File: config.mk
export PLATFORM = sky130hd
export DESIGN_NAME = uart_tx_arb
export DESIGN_NICKNAME = d
export VERILOG_FILES = /design/src/rtl/uart_tx_arb.sv
export SDC_FILE = /design/constraint.sdc
export NUM_CORES = 1
export LEC_CHECK = 0
export CAP_MARGIN = 5
export CORE_MARGIN = 1.5
export CORE_UTILIZATION = 43
export DETAILED_ROUTE_END_ITERATION = 16
export PLACE_DENSITY = 0.84
export SLEW_MARGIN = 40
export SYNTH_ARGS = -nofsm -noshare
export SYNTH_HDL_FRONTEND = slang
export SYNTH_SLANG_ARGS = --single-unit
File: constraint.sdc
create_clock -name clk -period 4.12 [get_ports clk]
set_clock_uncertainty 0.15 [all_clocks]
set_input_delay 0.824 -clock clk [delete_from_list [all_inputs] [get_ports clk]]
set_output_delay 0.824 -clock clk [all_outputs]
set_load 0.02 [all_outputs]
File: src/rtl/uart_tx_arb.sv
// Round-robin arbiter that lets NUM_REQ requesters share one uart_tx, one frame in flight.
// Optional frame watchdog: define UART_ARB_TIMEOUT_EN to enable timeout_err/err_id.
module uart_tx_arb #(
  parameter int NUM_REQ        = 4,
  parameter int data_wd        = 8,
  parameter int TIMEOUT_CYCLES = 2_000_000
) (
  input  logic                       clk,
  input  logic                       rst_n,
  input  logic [NUM_REQ-1:0]         req,
  input  logic [NUM_REQ*data_wd-1:0] req_data,
  output logic [NUM_REQ-1:0]         gnt,
  output logic [NUM_REQ-1:0]         done,
  output logic                       tx_start,
  output logic [data_wd-1:0]         din,
  input  logic                       tx_done,
  output logic                       timeout_err,
  output logic [$clog2(NUM_REQ)-1:0] err_id,
  output logic [3:0]                 dbg_state
);

  localparam int IDW = $clog2(NUM_REQ);
  localparam logic [NUM_REQ-1:0] ONE = NUM_REQ'(1);

  typedef enum logic [3:0] {
    IDLE      = 4'b0001,
    LAUNCH    = 4'b0010,
    WAIT_DONE = 4'b0100,
    HOLDOFF   = 4'b1000
  } state_t;

  state_t             state_q;
  logic [IDW-1:0]     ptr_q;
  logic [IDW-1:0]     win_q;
  logic [data_wd-1:0] din_q;
  logic [NUM_REQ-1:0] gnt_q;
  logic [NUM_REQ-1:0] done_q;
  logic               tx_start_q;
  logic               tx_done_q;
  logic               tx_done_rise;
  logic               timeout_hit;
  logic               sel_found_d;
  logic [IDW-1:0]     sel_idx_d;

  // Handshake: req[i] is a level held until gnt[i] pulses; on that pulse the byte
  // is already latched in din and the requester may drop or change req/req_data.
  assign tx_done_rise = tx_done & ~tx_done_q;

  // Search starts one past the last winner so every active requester is reached.
  always_comb begin
    logic [IDW-1:0] cand;
    sel_found_d = 1'b0;
    sel_idx_d   = '0;
    cand        = ptr_q;
    for (int i = 0; i < NUM_REQ; i++) begin
      cand = (cand == IDW'(NUM_REQ - 1)) ? '0 : cand + 1'b1;
      if (!sel_found_d && req[cand]) begin
        sel_found_d = 1'b1;
        sel_idx_d   = cand;
      end
    end
  end

`ifdef UART_ARB_TIMEOUT_EN
  localparam int CW = $clog2(TIMEOUT_CYCLES + 1);
  logic [CW-1:0]  cnt_q;
  logic           timeout_err_q;
  logic [IDW-1:0] err_id_q;

  always_ff @(posedge clk or negedge rst_n) begin
    if (!rst_n) begin
      cnt_q <= '0;
    end else if (state_q == LAUNCH) begin
      cnt_q <= '0;
    end else if (state_q == WAIT_DONE) begin
      cnt_q <= cnt_q + 1'b1;
    end
  end

  assign timeout_hit = (state_q == WAIT_DONE) && (cnt_q == CW'(TIMEOUT_CYCLES - 1));
  assign timeout_err = timeout_err_q;
  assign err_id      = err_id_q;
`else
  logic unused_cfg;
  assign unused_cfg  = (TIMEOUT_CYCLES != 0);
  assign timeout_hit = 1'b0;
  assign timeout_err = 1'b0;
  assign err_id      = '0;
`endif

  always_ff @(posedge clk or negedge rst_n) begin
    if (!rst_n) begin
      state_q       <= IDLE;
      ptr_q         <= IDW'(NUM_REQ - 1);
      win_q         <= '0;
      din_q         <= '0;
      gnt_q         <= '0;
      done_q        <= '0;
      tx_start_q    <= 1'b0;
      tx_done_q     <= 1'b0;
`ifdef UART_ARB_TIMEOUT_EN
      timeout_err_q <= 1'b0;
      err_id_q      <= '0;
`endif
    end else begin
      tx_done_q     <= tx_done;
      tx_start_q    <= 1'b0;
      gnt_q         <= '0;
      done_q        <= '0;
`ifdef UART_ARB_TIMEOUT_EN
      timeout_err_q <= 1'b0;
`endif
      case (state_q)
        IDLE: begin
          if (sel_found_d) begin
            win_q   <= sel_idx_d;
            din_q   <= req_data[sel_idx_d*data_wd +: data_wd];
            gnt_q   <= ONE << sel_idx_d;
            state_q <= LAUNCH;
          end
        end
        LAUNCH: begin
          tx_start_q <= 1'b1;
          state_q    <= WAIT_DONE;
        end
        WAIT_DONE: begin
          if (tx_done_rise) begin
            done_q  <= ONE << win_q;
            ptr_q   <= win_q;
            state_q <= HOLDOFF;
          end else if (timeout_hit) begin
`ifdef UART_ARB_TIMEOUT_EN
            timeout_err_q <= 1'b1;
            err_id_q      <= win_q;
`endif
            ptr_q   <= win_q;
            state_q <= HOLDOFF;
          end
        end
        HOLDOFF: begin
          // Wait for uart_tx to drop tx_done so it is idle before the next tx_start.
          if (!tx_done) state_q <= IDLE;
        end
        default: state_q <= IDLE;
      endcase
    end
  end

  assign gnt       = gnt_q;
  assign done      = done_q;
  assign tx_start  = tx_start_q;
  assign din       = din_q;
  assign dbg_state = state_q;

endmodule

==> impl_metrics.csv <==
group,metric,value,unit
sta,tightest_slew,840,ps
yosys,syn-cell-area,1320,sq um
power,power,1300,uW
clock_tree,cts_resized,0,
yosys,synth_cells,129,
min_path,hp-class,"in -> async",
floorplanning,io_pins,63,
yosys,avgSynthCellArea,10.2,sq um
floorplanning,die_width,58.4,um
worst_setup_path,cp_top_family,"simple AND/OR/NAND/NOR gates",
worst_setup_path,worstSetupPathType,"in -> reg",
placement,placed_area,1890,sq um
route,drt_first_pass_iters,4,
route,wl,3.21,mm
global_routing,grt_pass1_vias,1203,
clock_tree,postCtsHoldBufs,0,
clock_tree,cts_sinks,26,
floorplanning,die_area,3410,sq um
cells_and_area,nets,228,
sta,timing.fmax,0.356,GHz
worst_setup_path,critical_path_buf_inv_count,1,
sta,drv_slew,0,
route,vias_per_cell,5.60,
placement,gp_congestion,0.849,
clock_tree,clk_latency,320,ps
sta,period_share,68.1,%
clock_tree,cts-htree-levels,1,
yosys,yosys-top-cells-count,"dfrtp_1, nand2_1, nor2_1",
run_status,status,"finished, final reports clean",
yosys,seq_area_frac_synth,49.5,%
yosys,synth.largest_area_cell,"dfrtp_1",
clock_tree,cts_root_buffer,"clkbuf_4",
sta,finalHoldViolations,0,
yosys,ys_seq_elements,26,
clock_tree,cts_tree,"built",
placement,dpl_worst_slack,982,ps
global_routing,grt.overflow.total,0,
yosys,yosysUniqueCellTypes,35,
cells_and_area,drive_gt1_share,6.42,%
sta,setup_slack,1310,ps
yosys,synthArstFlopShare,100,%
yosys,synth-edff-count,0,
cells_and_area,multiInputGateArea,598,sq um
route,drtAntennaViolNets,0,
route,wl_per_cell,14.7,um
global_routing,grt_pass1_wl,5.26,mm
worst_setup_path,startpoint_type,"input pin",
yosys,yosysMostFrequentCell,"dfrtp_1",
route,drt-initial-drc-count,24,
yosys,yosysWarnings,0,
run,maxCapViolations,0,
sta,grt_setup_unrepaired,"false",
worst_setup_path,worstPathCellList,"clkdlybuf4s50_1 > nand2b_1 > a21oi_1 > or3_1 > mux2i_1 > a221oi_1",
placement,io_buffers,59,
sta,worst_hold_slack,314,ps
yosys,synthTopCellsByArea,"dfrtp_1, mux2i_1, dfstp_2",
worst_setup_path,crit_path_max_fanout,19,
placement,post-dp-hpwl,2.44,mm
power,ir_drop,365,uV
worst_setup_path,slowest_stage,"or3_1",
global_routing,antenna_found_initial,0,
cells_and_area,diodes,0,
sta,slew_headroom,44.0,%
worst_setup_path,cp-end-kind,"flop",
route,route.detailed.drc,0,
sta,finalCriticalPeriod,2810,ps
floorplanning,initial_core_util,46.7,%
cells_and_area,syn_to_final_growth,47.2,%
worst_setup_path,critical_path.max_stage_delay,720,ps
route,vias,1221,
clock_tree,numCtsBuffers,3,
sta,setup_viol,0,
cells_and_area,final_area,1940,sq um
yosys,yosysTopAreaCellShare,43.6,%
cells_and_area,fillers,221,
clock_tree,cts.clk_slew.worst_paths,140,ps
floorplanning,fp.coreArea,2830,sq um
yosys,ys.flop_type,"dfrtp_1",
clock_tree,cts.path.max_buffers,2,
cells_and_area,seq_area,654,sq um
sta,setup-tns-final,0,ps
clock_tree,post_cts_buffers,0,
global_routing,grt_usage,20.8,%
global_routing,grt_max_degree,27,
worst_setup_path,required,4200,ps
worst_setup_path,worstPathArrival,2880,ps
floorplanning,row_count,19,
power,p_leak,0.000859,uW
power,powerDensity,670,nW/um^2
floorplanning,die_h,58.4,um
[cell families after synthesis]
family,count (synthesis),share of synthesized area [%]
compound gates,29,15.2
fa+ha+maj,1,0.947
buf+inv,11,5.78
flops,26,49.5
mux,13,10.0
other cells,1,0.284
simple gates,48,18.3
[area by class of cell]
cell class                 instances  area share [%]
sequential                        26            33.7
multi-input combinational         94            30.8
timing repair buffer              59            30.1
tap                               31            1.99
clock inverter                     1            1.54
clock buffer                       3            1.16
inverter                           4           0.772
[worst reg2reg max path, delay by kind of cell (launching register included)]
kind / cells / cell delay (ps)
compound gates: 2 / 560
flops: 1 / 600
fa+ha+maj: 1 / 300
simple gates: 2 / 900
mux: 1 / 180
[per-layer routing]
layer	global-route usage, %	vias to the layer above	routed length [um]
met5	0	-	0
met4	10.3	0	44
met3	6.15	5	239
met2	34.7	55	1570
met1	24.2	583	1350
li1	-	578	-
[per-stage QoR]
stage / utilization (%) / cells
global route: 68.7 / 218
global placement: 67.1 / 214
floorplan: - / 131
finish: 68.7 / 218
CTS: 68.7 / 218
detailed placement: 66.9 / 214
[layout by cell type (no fill, tap or decap), types with 2 or more instances in the layout]
cell / instances
a221oi_1: 5
inv_2: 2
dfrtp_1: 23
dfstp_2: 3
clkbuf_4: 3
nor3_1: 4
nand2_1: 15
o21a_1: 3
o221ai_1: 3
nand2b_1: 4
o21ai_1: 3
nand3_1: 2
nor2_1: 13
nor3b_1: 2
mux2_1: 2
clkdlybuf4s50_1: 58
conb_1: 3
nor2b_1: 2
mux2i_1: 11
inv_1: 2
a21oi_1: 9
[sequential cells by signal, summed over array words and instances (netlist names)]
signal     cells
win_q          2
ptr_q          2
done           4
gnt            4
tx_done_q      1
dbg_state      4
tx_start       1
din            8
[power breakdown]
part           switching, uW  total [uW]  internal, uW
Clock                   77.2         176          98.4
Sequential              77.9         434           356
Combinational            370         693           323
Total                    525        1300           778
[path summary, 6_finish.rpt]
| path | slack (ps) | from | to | cells after the start |
|---|---|---|---|---|
| min in group clk | 370 | din[1] | din[1] | 2 |
| min | 310 | rst_n | tx_start | 1 |
| max reg2reg | 1340 | ptr_q[0] | din[2] | 6 |
| max | 1310 | req[2] | din[2] | 6 |
| max in group asynchronous | 3130 | rst_n | ptr_q[1] | 1 |
| min reg2reg | 370 | din[1] | din[1] | 2 |
No activity file was read; power rests on OpenSTA's default activity.
